### config.mk
export PLATFORM = sky130hd
export DESIGN_NAME = multipass_shift_unit
export DESIGN_NICKNAME = d
export VERILOG_FILES = /design/src/rtl/multipass_shift_unit.sv
export SDC_FILE = /design/constraint.sdc
export NUM_CORES = 1
export LEC_CHECK = 0
export CAP_MARGIN = 0
export CORE_ASPECT_RATIO = 1.1
export CORE_MARGIN = 10
export CORE_UTILIZATION = 55
export DETAILED_ROUTE_END_ITERATION = 8
export PLACE_DENSITY = 0.84
export SYNTH_ARGS = -nofsm -noshare
export SYNTH_HDL_FRONTEND = slang
export SYNTH_SLANG_ARGS = --single-unit
### constraint.sdc
create_clock -name clk -period 5.13 [get_ports clk]
set_input_delay 1.026 -clock clk [delete_from_list [all_inputs] [get_ports clk]]
set_output_delay 1.026 -clock clk [all_outputs]
set_load 0.05 [all_outputs]
### src/rtl/multipass_shift_unit.sv
// multipass_shift_unit: splits wide shift amounts into passes of at most PASS_MAX bits through an 8-bit barrel shifter
module barrel_shifter (
  input  logic [7:0] in,
  input  logic [2:0] shamt,
  input  logic       dir,
  output logic [7:0] out
);
  assign out = dir ? in << shamt : in >> shamt;
endmodule

module multipass_shift_unit #(
  parameter int SHAMT_W  = 5,
  parameter int PASS_MAX = 7
) (
  input  logic               clk,
  input  logic               rst_n,
  input  logic               in_valid,
  output logic               in_ready,
  input  logic [7:0]         in_data,
  input  logic [SHAMT_W-1:0] in_shamt,
  input  logic               in_dir,
  output logic               out_valid,
  input  logic               out_ready,
  output logic [7:0]         out_data,
  output logic [2:0]         out_passes
);
  localparam logic [1:0] IDLE  = 2'd0;
  localparam logic [1:0] SHIFT = 2'd1;
  localparam logic [1:0] DONE  = 2'd2;
  logic [1:0]         state;
  logic [7:0]         acc;
  logic [SHAMT_W-1:0] rem;
  logic [SHAMT_W-1:0] step;
  logic               dir_q;
  logic [2:0]         cnt;
  logic [2:0]         bs_shamt;
  logic [7:0]         bs_out;
  // Per-pass amount is capped at PASS_MAX; the shifter sees zero outside SHIFT so it passes acc through.
  always_comb begin
    step     = rem > SHAMT_W'(PASS_MAX) ? SHAMT_W'(PASS_MAX) : rem;
    bs_shamt = state == SHIFT ? step[2:0] : 3'd0;
  end
  barrel_shifter u_bs (
    .in    (acc),
    .shamt (bs_shamt),
    .dir   (dir_q),
    .out   (bs_out)
  );
  assign in_ready   = rst_n && state == IDLE;
  assign out_valid  = state == DONE;
  assign out_data   = acc;
  assign out_passes = cnt;
  // Accept a command, run one pass per cycle until the remaining amount is exhausted, then hold the result.
  always_ff @(posedge clk or negedge rst_n) begin
    if (!rst_n) begin
      state <= IDLE;
      acc   <= '0;
      rem   <= '0;
      dir_q <= 1'b0;
      cnt   <= '0;
    end else if (state == IDLE) begin
      if (in_valid) begin
        acc   <= in_data;
        rem   <= in_shamt;
        dir_q <= in_dir;
        cnt   <= '0;
        state <= in_shamt == '0 ? DONE : SHIFT;
      end
    end else if (state == SHIFT) begin
      acc   <= bs_out;
      rem   <= rem - step;
      cnt   <= cnt + 3'd1;
      state <= rem == step ? DONE : SHIFT;
    end else begin
      state <= out_ready ? IDLE : DONE;
    end
  end
endmodule
# == After elaboration in Yosys (flattened, before gate mapping) ==
# Index checks and enable logic that the tools add are counted.
# totals
latchBits,0
in_bits,18
mem_bits_ro,0
mem_bits_rw,0
word_cells,38
memories,0
register_bits,19
out_inout_bits,13
# classes
n_reduce_logical,6
magnitude_cmp,1
mul,0
eq_ne,4
muxes,18
div_mod_pow,0
addsub,2
shift,2
bitwise_logic,0
# op_table
cell,n
$mux 8,4
$mux 5,4
$mux 2,6
$mux 3,4
$shl 8x3->8,1
$shr 8x3->8,1
$eq 5x5->1,1
$gt 5x3->1 const B,1
$logic_not 5->1,1
$sub 5x5->5,1
$reduce_and 2->1,2
$add 3x1->3 const B,1
$eq 2x1->1 const B,1
$eq 2x2->1 const B,1
$logic_not 2->1,1
$ne 2x2->1 const B,1
$reduce_bool 2->1,1
$logic_and 1x1->1,1

# == Depth between registers and ports, before layout ==
# Gate-level depths: netlist (run 1).
# depth
ltp_word,7
mapped_depth,8
depth_no_buf,7

# == By module ==
# A second synthesis (run 1) with hierarchy kept.
# unflattened
hier_cells,183
area_unflattened_um2,1547.7
# modules_own_cells
mod,n_inst,cells_per_inst,area_per_inst_um2,seq_area_each_um2
multipass_shift_unit,1,105,1047.3,475.5
barrel_shifter,1,78,500.5,0.0

# == Worst setup path after synthesis (run 1) ==
# No wires, ideal clock.
# synth_timing
path_type,register to output
from,reg state[0]
to,out in_ready
path_buffers,2
t_required_ns,4.104
path_stages_with_launch,5
t_arrival_ns,1.460
path_slack_ns,2.644
path_cell_list,dfrtp_1 > buf_2 > nor2_1 > clkbuf_1 > and2_1
# synth_via
elab_chain_len,2
# synth_rtl
element,line_no,rtl
"start, declared",30,logic [1:0] state;
"start signal, assigned",67,state <= in_shamt == '0 ? DONE : SHIFT;
"start signal, assigned",73,state <= rem == step ? DONE : SHIFT;
"start signal, assigned",75,state <= out_ready ? IDLE : DONE;
$logic_not 2->1,49,assign in_ready = rst_n && state == IDLE;
$logic_and 1x1->1,49,
"end, declared",18,"output logic in_ready,"
# No other way between the ends.

# == Worst setup path after layout (run 1) ==
# layout_timing
from,in rst_n
to,out in_ready
# layout_via
elab_chain_len,1
# layout_rtl
element,line_no,rtl
"start, declared",16,"input logic rst_n,"
$logic_and 1x1->1,49,
# No other way between the ends.

==> results.json, run 1 <==
{
  "period_needed_ns": 3.56,
  "status": "finished clean",
  "nets": 248,
  "crit_fanout": 2,
  "gp_congestion": 0.989,
  "synth_nets": 225,
  "areaGrowthSynthToFinish_pct": 18.4,
  "fin_cells": 259,
  "synth_most_common_cell": "dfrtp_1",
  "drt-total-wl_mm": 4.95,
  "yosys-top-cells-count": "19 x dfrtp_1, 18 x nor2_1, 17 x a21oi_1, 17 x nand2_1",
  "core_um2": 2800,
  "syn_inst": 204,
  "drv_cap": 0,
  "drc": 0,
  "seqPwrFrac_pct": 25.8,
  "ant_nets": 0,
  "firstDrtPassIters": 5,
  "power.share.switching_pct": 57.0,
  "post_cts.repair.setup_buffers": 0,
  "cts_tree": "done",
  "yosys.area.top_type": "dfrtp_1",
  "design_area_um2": 1910,
  "antenna_found_initial": 0,
  "pwr-share-comb_pct": 68.4,
  "synth_top_family_by_area": "compound AO/OA/AOI/OAI gates",
  "synthArstFlopShare_pct": 100,
  "fin_tns_setup_ns": 0,
  "critical_path_class": "in2out",
  "yosys_warnings": 0,
  "finClkSkew_ns": 0.0116,
  "switchingPower_w": 0.000860,
  "grt_max_degree": 21,
  "hold_buffers": 0,
  "ctsResizeCount": 0,
  "rows": 20,
  "cts_sinks": 19,
  "synth_edf_count": 0,
  "synthAdderAreaFrac_pct": 2.33,
  "crit_arrival_ns": 2.54,
  "crit_buf_inv": 2,
  "initial_utilization_pct": 57.6,
  "fin_util_pct": 68.2,
  "drt_iter0_drc": 287,
  "cts_max_level": 1,
  "powerDensity_nw_per_um2": 790,
  "synth_compound_area_share_pct": 28.4,
  "max_freq_mhz": 281,
  "dpl-instance-area_um2": 1880,
  "fp.dieH_um": 76.8,
  "hold_viol": 0,
  "required_ns": 4.10,
  "worst_setup_path_start_kind": "primary input",
  "grtUsageTotal_pct": 17.1,
  "clk_pin_slew_ns": 0.13,
  "gr-total-overflow": 0,
  "syn_avg_cell_area_um2": 7.91,
  "fin_crit_sh_pct": 69.5,
  "fill_cells": 247,
  "yosys_register_bits": 19,
  "ys_types": 49,
  "timing.critical_path.mode_cell": "clkdlybuf4s50_1",
  "synth-seq-area-share_pct": 29.5,
  "synth-xor-area-share_pct": 0,
  "ys.flop_type": "dfrtp_1",
  "grt_setup_unrepaired": "no",
  "p_leak_nw": 0.736,
  "wl_per_cell_um": 19.1,
  "dp.cells": 255,
  "p_int_w": 0.000650,
  "slew_headroom_pct": 51.9,
  "ir_worst_vdd_v": 0.000477,
  "hp-class": "reg2reg",
  "grt_pass1_vias": 1632,
  "cts-buffers-inserted": 3,
  "drv_slew": 0,
  "die_w_um": 71.7,
  "clockPowerShare_pct": 5.8,
  "synthSimpleGateAreaFrac_pct": 26.0,
  "grt_pass1_wl_mm": 8.01,
  "via_count": 1796,
  "tightestPinTransition_ns": 0.718,
  "clk_latency_ns": 0.32,
  "yosys.area.top_type_share_pct": 29.5,
  "critPathMaxStageDelay_ns": 0.82,
  "crit_chain": "clkdlybuf4s50_1, and2_1, clkdlybuf4s50_1",
  "cts.path.max_buffers": 2,
  "crit_slowest_cell": "clkdlybuf4s50_1",
  "io_pins": 31,
  "drive_gt1_share_pct": 7.08,
  "final-setup-viol-count": 0,
  "cts-root-buf": "clkbuf_4",
  "viasPerCell": 6.93,
  "yosys-mux-area-fraction_pct": 5.97,
  "cp_top_family": "buffers and inverters",
  "place_hpwl_mm": 3.66,
  "num_antenna_cells": 0,
  "port_buffers": 30,
  "syn_area_um2": 1610,
  "die-area_um2": 5500,
  "synth.area.top_cells": "dfrtp_1 29%, a21oi_1 5.3%, nand3_1 4.3%, o21ai_0 4.3%, nor2_1 4.2%",
  "endpoint_kind": "primary output"
}
per-layer routing:
metal | part of all wire (%) | up-vias | routed length [um] | track usage [%]
met4 | 3.5 | 0 | 172 | 5.62
met3 | 12 | 25 | 594 | 3.73
met2 | 46 | 136 | 2270 | 27.3
met5 | 0 | - | 0 | 0
li1 | - | 809 | - | -
met1 | 39 | 826 | 1910 | 21.9
cells by family after synthesis:
| kind of cell | Yosys count |
|---|---|
| DFF | 19 |
| adders and majority gates | 3 |
| buffers and inverters | 23 |
| muxes | 8 |
| AOI/OAI and AO/OA | 68 |
| and+or+nand+nor | 83 |
metrics by stage:
step	setup slack, ns	power [W]	hold slack [ns]
floorplan	2.64	0.00114	0.533
detailed placement	1.58	0.00140	0.531
global placement	1.56	0.00138	0.505
CTS	1.56	0.00148	0.549
finish	1.57	0.00151	0.557
global route	1.54	0.00161	0.587
worst reg2reg max path, delay by kind of cell (launching register included):
family | cells | cell delay [ns]
AND/OR/NAND/NOR | 3 | 0.99
AO/OA/AOI/OAI | 2 | 0.75
flip-flops | 1 | 0.74
state kept, by name (all words and copies together), names as in the netlist:
| name | cells |
|---|---|
| out_data | 8 |
| state | 2 |
| rem | 5 |
| out_passes | 3 |
| dir_q | 1 |
path summary, 6_finish.rpt:
check,start,to,slack [ns],cells after the start
min in group asynchronous,rst_n,dir_q$_DFFE_PN0P_,1.11,2
max reg2reg,state[0]$_DFFE_PN0P_,out_data[1]$_DFFE_PN0P_,2.56,5
min reg2reg,out_passes[0]$_DFFE_PN0P_,out_passes[0]$_DFFE_PN0P_,0.56,1
max in group asynchronous,rst_n,rem[4]$_DFFE_PN0P_,3.80,2
max,rst_n,in_ready,1.57,3
min,out_passes[0]$_DFFE_PN0P_,out_passes[0]$_DFFE_PN0P_,0.56,1
cell usage in the layout, fill, tap and decap left out, drive strengths merged, types with 2 or more instances in the layout:
master | synthesis | final
a21oi | 17 | 17
a22o | 3 | 3
a22oi | 2 | 2
a311o | 3 | 3
a311oi | 3 | 3
a31oi | 2 | 2
and3 | 2 | 2
buf | 9 | 3
clkbuf | 6 | 3
clkdlybuf4s50 | 0 | 30
dfrtp | 19 | 19
ha | 3 | 3
inv | 8 | 8
mux2 | 3 | 3
mux2i | 4 | 4
nand2 | 19 | 19
nand2b | 3 | 3
nand3 | 14 | 14
nand3b | 2 | 2
nor2 | 18 | 18
nor2b | 4 | 4
nor3 | 9 | 9
nor4 | 2 | 2
o211ai | 6 | 6
o21ai | 16 | 16
o221ai | 2 | 2
o31a | 2 | 2
o32a | 4 | 4
or2 | 3 | 3
or3 | 4 | 4
layout make-up:
class                           count  area, um^2  area share [%]
Clock buffer                        3        22.5            1.18
Multi-Input combinational cell    162        1010            52.9
Inverter                            8        30.0            1.57
Tap cell                           33        41.3            2.16
Timing Repair Buffer               33         323            16.9
Clock inverter                      1        7.51           0.393
Sequential cell                    19         475            24.9
power by group through the flow:
stage | clock [W] | sequential, W | combinational (W)
global route | 0.0000915 | 0.000403 | 0.00111
CTS | 0.0000862 | 0.000382 | 0.00101
finish | 0.0000872 | 0.000390 | 0.00103
floorplan | 0 | 0.000441 | 0.000700
detailed placement | 0 | 0.000385 | 0.00101
global placement | 0 | 0.000381 | 0.00100
(Power assumes the default switching activity.)
==> run 2: changes to the inputs <==
--- a/config.mk
+++ b/config.mk
@@ -8,9 +8,9 @@
 export CAP_MARGIN = 0
 export CORE_ASPECT_RATIO = 1.1
 export CORE_MARGIN = 10
-export CORE_UTILIZATION = 55
+export CORE_UTILIZATION = 52
 export DETAILED_ROUTE_END_ITERATION = 8
-export PLACE_DENSITY = 0.84
+export PLACE_DENSITY = 0.8
 export SYNTH_ARGS = -nofsm -noshare
 export SYNTH_HDL_FRONTEND = slang
 export SYNTH_SLANG_ARGS = --single-unit
==> constraint.sdc (replaced) <==
create_clock -name clk -period 3.5 [get_ports clk]
set_input_delay 0.7 -clock clk [delete_from_list [all_inputs] [get_ports clk]]
set_output_delay 0.7 -clock clk [all_outputs]
set_load 0.05 [all_outputs]
==> run 2 against run 1 <==
  * Via count fell by 0.61%
  * Power rose by 49%
  * Register-to-register slack got worse by 1.6 ns
  * Critical endpoint is now out_valid
  * Largest cell class unchanged
==> results.json, run 2 (same netlist as run 1, synthesis figures left out) <==
{
  "status": "finished clean",
  "drv_slew": 0,
  "crit_arrival_ns": 2.06,
  "cts.path.max_buffers": 2,
  "whs_ns": 0.543,
  "drt-total-wl_mm": 5.28,
  "totalPowerFinal_w": 0.00225,
  "dp.cells": 257,
  "fp.dieH_um": 78.4,
  "critical_path_class": "reg2out",
  "crit_fanout": 19,
  "r2r_end": "out_data[1]$_DFFE_PN0P_",
  "ant_nets": 0,
  "nets": 249,
  "die_w_um": 73.1,
  "rows": 21,
  "clockPowerShare_pct": 5.5,
  "antenna_found_initial": 0,
  "worst_setup_path_start_kind": "flip-flop",
  "via_count": 1785,
  "final_cell_mix": "29 x clkdlybuf4s50_1, 19 x dfrtp_1, 18 x nor2_1, 17 x nand2_1, 17 x a21oi_1",
  "wl_per_cell_um": 20.2,
  "period_needed_ns": 2.76,
  "slew_headroom_pct": 57.8,
  "reg2regPathDepth": 5,
  "grt_setup_unrepaired": "no",
  "endpoint_kind": "primary output",
  "cts_max_level": 1,
  "powerDensity_nw_per_um2": 1170,
  "cts-buffers-inserted": 3,
  "cts_sinks": 19,
  "tightestPinTransition_ns": 0.628,
  "drt_iter0_drc": 367,
  "areaGrowthSynthToFinish_pct": 19.5,
  "fin_tns_setup_ns": 0,
  "cts_tree": "done",
  "num_antenna_cells": 0,
  "switchingPower_w": 0.00128,
  "r2r-start": "state[0]$_DFFE_PN0P_",
  "viasPerCell": 6.84,
  "max_freq_mhz": 362,
  "post_cts.repair.setup_buffers": 0,
  "ir_worst_vdd_v": 0.000695,
  "core_um2": 3020,
  "clk_pin_slew_ns": 0.13,
  "io_pins": 31,
  "fin_cells": 261,
  "largest_reg_flops": 8,
  "initial_utilization_pct": 53.4,
  "ctsResizeCount": 0,
  "pwr-share-comb_pct": 68.9,
  "holdPathEnd": "out_passes[0]$_DFFE_PN0P_",
  "grtUsageTotal_pct": 18.5,
  "gp_congestion": 1.00,
  "p_int_w": 0.000968,
  "layout_commonest_cell": "clkdlybuf4s50_1",
  "drive_gt1_share_pct": 7.93,
  "grt_max_degree": 21,
  "fin_crit_sh_pct": 79.0,
  "drc": 0,
  "clk_latency_ns": 0.32,
  "die-area_um2": 5730,
  "hold_depth": 1,
  "required_ns": 2.80,
  "seqPwrFrac_pct": 25.6,
  "place_hpwl_mm": 3.99,
  "gr-total-overflow": 0,
  "power.share.switching_pct": 57.0,
  "hp-class": "reg2reg",
  "hp-start": "out_passes[0]$_DFFE_PN0P_",
  "drv_cap": 0,
  "ff2ff_setup_slack_ns": 1.01,
  "final-setup-viol-count": 0,
  "grt_pass1_wl_mm": 8.67,
  "hold_buffers": 0,
  "cts-root-buf": "clkbuf_4",
  "firstDrtPassIters": 5,
  "p_leak_nw": 0.750,
  "hold_viol": 0,
  "grt_pass1_vias": 1744,
  "finClkSkew_ns": 0.00483,
  "port_buffers": 30
}
==> run 2: cell count changes in the layout (fill, tap and decap cells not counted) <==
cell	change
buf_12	+1
clkinvlp_4	-1
clkinv_2	+1
buf_4	+1
clkdlybuf4s50_1	-1
==> run 2: power by group through the flow <==
stage / combinational, W / sequential, W / clock (W)
2_1_floorplan: 0.00103 / 0.000647 / 0
3_3_place_gp: 0.00151 / 0.000565 / 0
3_5_place_dp: 0.00152 / 0.000567 / 0
4_1_cts: 0.00153 / 0.000564 / 0.000120
5_1_grt: 0.00168 / 0.000595 / 0.000132
6_report: 0.00155 / 0.000576 / 0.000125
==> run 2: how the worst max path moves through the flow <==
stage	from	end	slack, ns	cells after the start
2_1_floorplan	state[0]$_DFFE_PN0P_	in_ready	1.34	4
3_3_place_gp	in_valid	out_data[6]$_DFFE_PN0P_	1.02	7
3_5_place_dp	in_valid	out_data[7]$_DFFE_PN0P_	0.97	7
4_1_cts	state[1]$_DFFE_PN0P_	out_valid	0.74	2
5_1_grt	state[1]$_DFFE_PN0P_	out_valid	0.62	2
6_report	state[1]$_DFFE_PN0P_	out_valid	0.74	2
==> run 2: critical path, cell delays in order, from the launching register on <==
cell and delay (ns):
dfrtp_1 0.73, nor2b_1 0.19, clkdlybuf4s50_1 0.81
==> run 2: cell type report <==
| type | instances | area (um^2) |
|---|---|---|
| sequential | 19 | 475 |
| timing repair buffer | 34 | 340 |
| clock buffer | 3 | 22.5 |
| inverter | 8 | 30.0 |
| multi-input combinational | 162 | 1010 |
| tap | 34 | 42.5 |
| fill | 271 | 1090 |
| clock inverter | 1 | 5.00 |
==> run 2: metrics by stage <==
step | instance area, um^2 | utilization (%) | setup slack (ns)
global placement | 1900 | 62.9 | 1.02
global route | 1930 | 63.8 | 0.618
floorplan | 1610 | - | 1.34
detailed placement | 1900 | 62.9 | 0.972
finish | 1930 | 63.8 | 0.735
CTS | 1930 | 63.8 | 0.740
==> run 2: metal layers <==
metal	global-route usage (%)	routed length, um	share of wire (%)	vias up
met5	0	0	0	-
met1	23.5	2100	40	841
met3	3.27	502	9.5	23
met2	29.9	2490	47	109
met4	7.03	185	3.5	0
li1	-	-	-	812
==> run 3: changes to the inputs <==
==> constraint.sdc (replaced) <==
create_clock -name clk -period 2.9 [get_ports clk]
set_input_delay 0.58 -clock clk [delete_from_list [all_inputs] [get_ports clk]]
set_output_delay 0.58 -clock clk [all_outputs]
set_load 0.05 [all_outputs]
==> run 3 against run 2 <==
  * Design area up 0.78%
  * Sequential share of layout area down 0.19 points
  * Sequential power up 16%
  * Setup slack worse by 0.49 ns
  * Hold slack worse by 0.0085 ns
  * Global-route usage up 0.76 points
  * Power up 23%
  * Clock-buffer cell count unchanged
  * Final cell count up 0.77%
  * Combinational power up 25%
  * Utilization up 0.50 points
==> results.json, run 3 (same netlist as run 1, synthesis figures left out) <==
{
  "status": "finished clean",
  "top_layer": "met4",
  "drive_gt1_share_pct": 8.73,
  "dp.cells": 259,
  "port_buffers": 30,
  "drv_cap": 0,
  "max_freq_mhz": 376,
  "hp-start": "out_passes[0]$_DFFE_PN0P_",
  "layout_commonest_cell": "clkdlybuf4s50_1",
  "hold_depth": 1,
  "ctsResizeCount": 0,
  "grt_max_degree": 20,
  "gr-total-overflow": 0,
  "cts_sinks": 19,
  "crit_fanout": 19,
  "required_ns": 2.32,
  "fin_cells": 263,
  "antenna_found_initial": 0,
  "critical_path_class": "reg2out",
  "final-setup-viol-count": 0,
  "wl_per_cell_um": 20.7,
  "slew_headroom_pct": 53.1,
  "rows": 21,
  "worst_setup_path_start_kind": "flip-flop",
  "initial_utilization_pct": 53.4,
  "drv_slew": 0,
  "grtUsageTotal_pct": 19.2,
  "grt_pass1_wl_mm": 8.96,
  "totalPowerFinal_w": 0.00276,
  "cts-root-buf": "clkbuf_4",
  "via_count": 1840,
  "powerDensity_nw_per_um2": 1420,
  "wl_met3_um": 646,
  "fin_crit_sh_pct": 91.6,
  "r2r_end": "out_data[5]$_DFFE_PN0P_",
  "fill_cells": 242,
  "crit_arrival_ns": 2.08,
  "drt-total-wl_mm": 5.44,
  "endpoint_kind": "primary output",
  "crit_chain": "nor2b_1, clkdlybuf4s50_1",
  "ir_worst_vdd_v": 0.000839,
  "num_antenna_cells": 0,
  "place_hpwl_mm": 4.04,
  "ff2ff_setup_slack_ns": 0.58,
  "ant_nets": 0,
  "hold_viol": 0,
  "wl_met2_mm": 2.49,
  "m1WireLength_mm": 2.00,
  "grt_pass1_vias": 1794,
  "largest_reg_flops": 8,
  "viasPerCell": 7.00,
  "die_w_um": 73.1,
  "grt_setup_unrepaired": "no",
  "cts-buffers-inserted": 3,
  "critPathMaxStageDelay_ns": 0.81,
  "areaGrowthSynthToFinish_pct": 20.4,
  "drc": 0,
  "r2r-start": "rem[4]$_DFFE_PN0P_",
  "reg2regPathDepth": 5,
  "io_pins": 31,
  "crit_slowest_cell": "clkdlybuf4s50_1",
  "holdPathEnd": "out_passes[0]$_DFFE_PN0P_",
  "fin_tns_setup_ns": 0,
  "drt_iter0_drc": 369,
  "fp.dieH_um": 78.4,
  "p_leak_nw": 0.760,
  "die-area_um2": 5730,
  "tightestPinTransition_ns": 0.699,
  "post_cts.repair.setup_buffers": 0,
  "clk_pin_slew_ns": 0.13,
  "nets": 251,
  "final_cell_mix": "29 x clkdlybuf4s50_1, 19 x dfrtp_1, 18 x nor2_1, 17 x nand2_1, 17 x a21oi_1",
  "cts_tree": "done",
  "gp_congestion": 1.01,
  "clk_latency_ns": 0.31,
  "core_um2": 3020,
  "hold_buffers": 0,
  "firstDrtPassIters": 5,
  "hp-class": "reg2reg",
  "period_needed_ns": 2.66,
  "cts.path.max_buffers": 2,
  "cts_max_level": 1,
  "finClkSkew_ns": 0.000978
}
## run 3: cell count changes in the layout (fill, tap and decap cells not counted), sizes merged
cell	previous run	this run
buf	5	7
## run 3: cell type report
type	instances	area, um^2	share of cell area [%]
clock buffer	3	22.5	1.16
clock inverter	1	5.00	0.258
inverter	8	30.0	1.55
multi-input combinational	162	1010	52.1
sequential	19	475	24.5
tap	34	42.5	2.19
timing repair buffer	36	355	18.3
## run 3: critical path: cells and delay by family (launching register included)
kind          cells  cell delay, ns
flops             1            0.75
simple gates      1            0.20
buf+inv           1            0.81
## run 3: power breakdown
part / internal, W / total, W / leakage, nW / switching, W
logic: 0.000736 / 0.00194 / 0.512 / 0.00120
registers: 0.000396 / 0.000671 / 0.230 / 0.000275
clock network: 0.0000516 / 0.000152 / 0.0177 / 0.0000999
## run 3: how the worst max path moves through the flow
stage	start	endpoint	depth (start not counted)
CTS	state[1]$_DFFE_PN0P_	out_valid	2
finish	state[1]$_DFFE_PN0P_	out_valid	2
global route	state[1]$_DFFE_PN0P_	out_valid	2
detailed placement	state[1]$_DFFE_PN0P_	out_valid	2
floorplan	rem[0]$_DFFE_PN0P_	out_data[5]$_DFFE_PN0P_	7
global placement	state[1]$_DFFE_PN0P_	out_valid	2
## run 3: metal layers
layer  up-vias  GRT usage [%]
met5         -              0
met3        43           4.28
met2       152           30.2
li1        814              -
met1       831           23.7
met4         0           10.1
## run 3: per-stage QoR
| stage | hold slack (ns) | setup slack, ns | cell area [um^2] | util, % |
|---|---|---|---|---|
| 4_1_cts | 0.543 | 0.263 | 1940 | 64.3 |
| 5_1_grt | 0.586 | 0.194 | 1940 | 64.3 |
| 3_5_place_dp | 0.527 | 0.614 | 1920 | 63.4 |
| 2_1_floorplan | 0.284 | 0.812 | 1610 | - |
| 3_3_place_gp | 0.510 | 0.623 | 1920 | 63.4 |
| 6_report | 0.535 | 0.244 | 1940 | 64.3 |
